`config.mk`:
```
export PLATFORM = sky130hd
export DESIGN_NAME = keypad_scan_to_hex
export DESIGN_NICKNAME = d
export VERILOG_FILES = /design/src/rtl/keypad_scan_to_hex.sv
export SDC_FILE = /design/constraint.sdc
export NUM_CORES = 1
export LEC_CHECK = 0
export CAP_MARGIN = 15
export CORE_AREA = 2 2 69 71
export DETAILED_ROUTE_END_ITERATION = 6
export DIE_AREA = 0 0 71 73
export PLACE_DENSITY = 0.85
export SYNTH_ARGS = -nofsm -noshare
export SYNTH_HDL_FRONTEND = slang
export SYNTH_SLANG_ARGS = --single-unit
export TNS_END_PERCENT = 10
```
`constraint.sdc`:
```
create_clock -name clock -period 2.29 [get_ports clock]
set_clock_uncertainty 0.1 [all_clocks]
set_input_delay 0.458 -clock clock [delete_from_list [all_inputs] [get_ports clock]]
set_output_delay 0.458 -clock clock [all_outputs]
set_load 0.02 [all_outputs]
```
`src/rtl/keypad_scan_to_hex.sv`:
```
// -----------------------------------------------------------------------------
// keypad_scan_to_hex
//
// Scans a 4x4 matrix keypad and turns each debounced press into a hex code.
// One column is driven low at a time. The synchronized row lines are sampled
// once per column slot. A single-row press is debounced and accepted once.
// The column stays frozen until the key has been released and that release
// has been debounced.
//
// Parameters
//   SCAN_DIV    clock cycles per column slot (>= 4, which covers the
//               synchronizer latency after a column change)
//   DEBOUNCE_N  consecutive identical samples needed to accept a press or
//               a release (>= 1)
//
// Ports
//   clock      single clock, rising edge
//   reset      asynchronous, active-high
//   rows[3:0]  keypad rows, active-low, asynchronous to clock
//   cols[3:0]  column drive, active-low one-hot
//   key_code   hex code of the last accepted key
//   key_valid  high while key_code has not been acknowledged
//   key_ack    consumer acknowledge
//   HEX_out    last four accepted codes, newest in [3:0]
//   overrun    sticky flag: a key was accepted over an unconsumed one
//
// Build option
//   KEYPAD_OVERRUN_DETECT_EN  when defined, builds the sticky overrun
//                             detector. Otherwise overrun is tied low.
// -----------------------------------------------------------------------------
module keypad_scan_to_hex #(
    parameter int SCAN_DIV   = 1000,
    parameter int DEBOUNCE_N = 4
) (
    input  logic        clock,
    input  logic        reset,
    input  logic [3:0]  rows,
    output logic [3:0]  cols,
    output logic [3:0]  key_code,
    output logic        key_valid,
    input  logic        key_ack,
    output logic [15:0] HEX_out,
    output logic        overrun
);

    localparam int SW = $clog2(SCAN_DIV);
    localparam int CW = $clog2(DEBOUNCE_N + 1);
    localparam logic [SW-1:0] SLOT_LAST = SW'(SCAN_DIV - 1);
    localparam logic [CW-1:0] MATCH_TGT = CW'(DEBOUNCE_N);

    typedef enum logic [1:0] {
        ST_SCAN     = 2'd0,
        ST_DEBOUNCE = 2'd1,
        ST_RELEASE  = 2'd2
    } state_t;

    // True when exactly one row line is low.
    function automatic logic one_low(input logic [3:0] v);
        case (v)
            4'b1110, 4'b1101, 4'b1011, 4'b0111: one_low = 1'b1;
            default:                            one_low = 1'b0;
        endcase
    endfunction

    // Position of the single low row bit.
    function automatic logic [1:0] row_index(input logic [3:0] v);
        case (v)
            4'b1110: row_index = 2'd0;
            4'b1101: row_index = 2'd1;
            4'b1011: row_index = 2'd2;
            default: row_index = 2'd3;
        endcase
    endfunction

    // Active-low one-hot column drive for a column index.
    function automatic logic [3:0] col_drive(input logic [1:0] i);
        col_drive = ~(4'b0001 << i);
    endfunction

    state_t          state_r;
    logic [3:0]      sync1_r;
    logic [3:0]      sync2_r;
    logic [SW-1:0]   slot_r;
    logic [1:0]      idx_r;
    logic [3:0]      cols_r;
    logic [CW-1:0]   match_r;
    logic [3:0]      pattern_r;
    logic [3:0]      key_code_r;
    logic            key_valid_r;
    logic [15:0]     hex_r;
    logic            sample_s;
    logic            accept_s;
    logic [3:0]      accept_code_s;

    assign sample_s      = (slot_r == SLOT_LAST);
    // In DEBOUNCE the sample equals the latched pattern whenever we accept,
    // so the live sample is a valid source for the row index in both paths.
    assign accept_code_s = {row_index(sync2_r), idx_r};

    // Acceptance decision for the current cycle.
    always_comb begin
        accept_s = 1'b0;
        case (state_r)
            ST_SCAN: begin
                if (sample_s && one_low(sync2_r) && (MATCH_TGT == CW'(1))) begin
                    accept_s = 1'b1;
                end else begin
                    accept_s = 1'b0;
                end
            end
            ST_DEBOUNCE: begin
                if (sample_s && (sync2_r == pattern_r) &&
                    ((match_r + CW'(1)) == MATCH_TGT)) begin
                    accept_s = 1'b1;
                end else begin
                    accept_s = 1'b0;
                end
            end
            default: accept_s = 1'b0;
        endcase
    end

    // Synchronizer, slot timer, column index and scan/debounce/release FSM.
    always_ff @(posedge clock or posedge reset) begin
        if (reset) begin
            state_r   <= ST_SCAN;
            sync1_r   <= 4'b1111;
            sync2_r   <= 4'b1111;
            slot_r    <= '0;
            idx_r     <= 2'd0;
            cols_r    <= 4'b1110;
            match_r   <= '0;
            pattern_r <= 4'b1111;
        end else begin
            sync1_r <= rows;
            sync2_r <= sync1_r;
            slot_r  <= sample_s ? '0 : slot_r + SW'(1);
            if (sample_s) begin
                case (state_r)
                    ST_SCAN: begin
                        if (one_low(sync2_r)) begin
                            pattern_r <= sync2_r;
                            if (accept_s) begin
                                state_r <= ST_RELEASE;
                                match_r <= '0;
                            end else begin
                                state_r <= ST_DEBOUNCE;
                                match_r <= CW'(1);
                            end
                        end else begin
                            idx_r  <= idx_r + 2'd1;
                            cols_r <= col_drive(idx_r + 2'd1);
                        end
                    end
                    ST_DEBOUNCE: begin
                        if (sync2_r == pattern_r) begin
                            if (accept_s) begin
                                state_r <= ST_RELEASE;
                                match_r <= '0;
                            end else begin
                                match_r <= match_r + CW'(1);
                            end
                        end else begin
                            state_r <= ST_SCAN;
                            match_r <= '0;
                            idx_r   <= idx_r + 2'd1;
                            cols_r  <= col_drive(idx_r + 2'd1);
                        end
                    end
                    ST_RELEASE: begin
                        // match_r counts consecutive all-high samples here.
                        if (sync2_r == 4'b1111) begin
                            if ((match_r + CW'(1)) == MATCH_TGT) begin
                                state_r <= ST_SCAN;
                                match_r <= '0;
                                idx_r   <= idx_r + 2'd1;
                                cols_r  <= col_drive(idx_r + 2'd1);
                            end else begin
                                match_r <= match_r + CW'(1);
                            end
                        end else begin
                            match_r <= '0;
                        end
                    end
                    default: begin
                        state_r <= ST_SCAN;
                        match_r <= '0;
                    end
                endcase
            end
        end
    end

    // Key code, history shift register and valid/ack handshake.
    always_ff @(posedge clock or posedge reset) begin
        if (reset) begin
            key_code_r  <= 4'h0;
            key_valid_r <= 1'b0;
            hex_r       <= 16'h0000;
        end else if (accept_s) begin
            // A new key wins over a same-cycle ack: valid stays high.
            key_code_r  <= accept_code_s;
            key_valid_r <= 1'b1;
            hex_r       <= {hex_r[11:0], accept_code_s};
        end else if (key_ack) begin
            key_valid_r <= 1'b0;
        end
    end

`ifdef KEYPAD_OVERRUN_DETECT_EN
    logic overrun_r;

    // Sticky overrun: acceptance over an unconsumed, unacknowledged key.
    always_ff @(posedge clock or posedge reset) begin
        if (reset) begin
            overrun_r <= 1'b0;
        end else if (accept_s && key_valid_r && !key_ack) begin
            overrun_r <= 1'b1;
        end
    end

    assign overrun = overrun_r;
`else
    assign overrun = 1'b0;
`endif

    assign cols      = cols_r;
    assign key_code  = key_code_r;
    assign key_valid = key_valid_r;
    assign HEX_out   = hex_r;

endmodule
```
==> flow_results.org <==
** Synth
- Share of synthesized flip-flops with an asynchronous set or reset :: 1.00
- Warnings, synthesis :: 0
- By area the synthesized netlist is led by sky130_fd_sc_hd__dfrtp_1 (37%), sky130_fd_sc_hd__dfstp_2 (17%), sky130_fd_sc_hd__mux2_4 (9.0%).
- Netlist Area Pre-Place :: 2340 um^2
- The most used flip-flop cell after synthesis is sky130_fd_sc_hd__dfrtp_1.
- Share of synthesized area occupied by flip-flops and latches :: 0.542
- The biggest area contributor in the post-synthesis netlist is sky130_fd_sc_hd__dfrtp_1.
- Flip-flop and latch count after synthesis :: 50
- When the netlist entered floorplanning its net count stood at 204.
- In the synthesized netlist, the number of instances is 189.
- Average instance area after synthesis :: 12.4 um^2
- The synthesized design contains 0 enable-type register cells.
- Of the post-synthesis cell area, the dominant cell type holds 0.374.
- In the post-synthesis netlist, the cell with the most instances is sky130_fd_sc_hd__dfrtp_1.
- In the synthesized netlist, the cells that appear most often are sky130_fd_sc_hd__dfrtp_1 (35), sky130_fd_sc_hd__nand2_1 (16), sky130_fd_sc_hd__dfstp_2 (15).
- Yosys mapped the design onto 38 distinct sky130hd cell types.

** Route
- DRT Pass-1 Iters :: 4
- Via density per instance :: 5.18
- The first routing iteration left 94 violations.
- Routed wire length :: 3640 um
- Total DRC errors in the routed layout :: 0
- The detail route stage leaves a number of antenna-violating nets equal to 0.
- Total vias in the final route :: 1435
- Wire length per cell after detailed routing :: 13.1 um

** Setup path
- Kind of critical path :: register to register
- In this design, the stage delay of the slowest critical-path cell is 0.60 ns.
- Crit path launch :: sync2_r[1]
- Data on the critical path is required at its endpoint by 2.38 ns.
- Kind of launch point of the worst setup path :: register
- In this run the worst path has a maximum fanout of 15.
- In this run the register-to-register setup slack is 0.19 ns.
- For the worst setup path, the data arrival time is 2.18 ns.
- Critical path buffer and inverter count :: 1
- Worst-path cell with the longest stage delay :: sky130_fd_sc_hd__dfstp_2
- The startpoint identified for the worst register-to-register timing path is sync2_r[1].
- Reg-to-reg endpoint :: key_code[1]
- In this run the worst setup path terminates at key_code[1].
- The critical path crosses 6 cells after its start point.
- Category of cells accounting for the largest share of critical-path delay :: simple AND/OR/NAND/NOR gates
- Setup crit end kind :: register
- The number of cells on the worst reg-to-reg path is 6.
- Cell breakdown of the critical path :: xor2_1, nor4_4, nand4_4, buf_4, nand2_1, o21ai_1

** Timing
- Worst hold margin :: 0.258 ns
- Number of endpoints failing setup at the final stage :: 0
- Derived from the worst setup path, the maximum achievable clock frequency is 477 MHz.
- Final total negative setup slack :: 0 ns
- The final count of pins violating max slew is 0.
- The clock period could shrink to 2.10 ns.
- Final hold violation count :: 0
- Setup repair after global routing left no endpoint under its margin.
- Fin crit share :: 0.916
- In the post-route analysis, the smallest setup slack over all paths is 0.191 ns.

** Floorplan
- After floorplanning, the core was divided into 25 placement rows.
- In this run the horizontal extent of the chip is 71 um.
- Core box area :: 4540 um^2
- Starting Density :: 0.516
- 33 I/O pins were placed.
- Die footprint :: 5180 um^2
- In this run the vertical extent of the chip is 73 um.

** Clock network
- TritonCTS clock tree :: done
- Clock latency on the worst-skew pair, taken at its later pin, is 0.30 ns.
- The clock drives 50 sinks.
- CTS clk-pin slew, worst paths :: 0.08 ns
- Number of buffers added by the clock tree synthesis step :: 5
- Buffers inserted by post-CTS timing repair :: 0
- Post-CTS sizing :: 0
- Cell chosen for the clock root :: sky130_fd_sc_hd__clkbuf_8
- H-Tree Depth :: 2
- No sink is reached through more buffers than the 2 on the longest clock path.
- Cts hold-fix bufs :: 0

** Run
- Max-cap violations in this run came to 0.

** Pwr
- Maximum VDD drop :: 0.315 mV
- Overall power of the completed layout :: 1.46 mW
- Leak :: 1.34 nW
- For this design the ratio of total power to cell area is 525 nW/um^2.

** Global route
- Entering global routing, the biggest net connects 51 pins.
- The first global-routing pass estimated 6320 um of wire.
- GRT Resource Usage Total :: 0.158
- The number of global-route vias before repair came to 1366.
- For this run the aggregate overflow at the end of global routing stands at 0.
- Number of antenna violations at the first check in global routing :: 0

** Finish
- Post-route core utilization :: 0.615
- The multi-input combinational cells in the finished layout cover a total of 955 um^2.
- The net count of the finished layout is 237.
- Count of filler cells inserted in the layout :: 353
- Registers take 1270 um^2.
- In the final layout, the share of cells above drive strength 1 is 0.224.
- Antenna diode count :: 0
- The area growth from synthesis to layout is 19.1%.

** Worst hold path
- HP Start :: sync1_r[2]
- Class of the most critical hold timing path :: register to register

** Place
- HPWL after detailed placement :: 2660 um
- Pre-CTS setup slack :: 0.181 ns
- The congestion estimate from routability-driven global placement came to 0.808.
- Count of input and output buffers :: 31

** Run status
- Outcome :: completed
-- how the worst min path moves through the flow --
stage	to	slack, ns	cells past startpoint
CTS	sync2_r[2]	0.26	0
floorplan	sync2_r[0]	0.25	0
finish	sync2_r[2]	0.26	0
detailed placement	sync2_r[2]	0.25	0
global route	sync2_r[2]	0.27	0
global placement	sync2_r[1]	0.25	0
-- cells by family after synthesis --
family	share of synthesized area
AO/OA/AOI/OAI	0.0609
XOR/XNOR	0.0524
adder cells (fa/ha/maj)	0.0428
buffers and inverters	0.0497
flip-flops	0.542
multiplexers	0.121
other	0.00160
AND/OR/NAND/NOR	0.129
-- where the power goes --
| part | internal (mW) | switching [mW] |
|---|---|---|
| clock network | 0.244 | 0.265 |
| registers | 0.896 | 0.00794 |
| logic | 0.0213 | 0.0297 |
| total | 1.16 | 0.302 |
-- state kept, by name, summed over array words and instances (netlist names) --
name and cells:
sync2_r 4, sync1_r 4, cols 4, HEX_out 13, match_r 3, slot_r 10, key_valid 1, state_r 2
pattern_r 4, idx_r 2, key_code 3
-- layer usage --
layer,track usage,share of wire,up-vias
li1,-,-,696
met1,0.212,0.47,702
met2,0.242,0.48,30
met3,0.0428,0.036,7
met4,0.0692,0.020,0
met5,0,0,-
-- per-stage QoR --
step,cell area (um^2),instances
5_1_grt,2790,277
3_5_place_dp,2700,269
3_3_place_gp,2700,269
6_report,2790,277
2_1_floorplan,2340,189
4_1_cts,2790,277
-- layout by cell type (no fill, tap or decap), types with 8 or more instances in the layout --
cell type and instances:
sky130_fd_sc_hd__clkdlybuf4s50_1 31, sky130_fd_sc_hd__dfstp_2 15, sky130_fd_sc_hd__nor2_1 10, sky130_fd_sc_hd__inv_1 13
sky130_fd_sc_hd__nand2_1 16, sky130_fd_sc_hd__dfrtp_1 35, sky130_fd_sc_hd__xor2_1 9, sky130_fd_sc_hd__mux2_4 14
sky130_fd_sc_hd__ha_1 8
-- area by class of cell --
type                            count  area share
Clock buffer                        7      0.0310
Inverter                           14      0.0188
Sequential cell                    50       0.455
Clock inverter                      1     0.00179
Timing Repair Buffer               35       0.127
Multi-Input combinational cell    116       0.342
Tap cell                           54      0.0242
(Power assumes the default switching activity.)
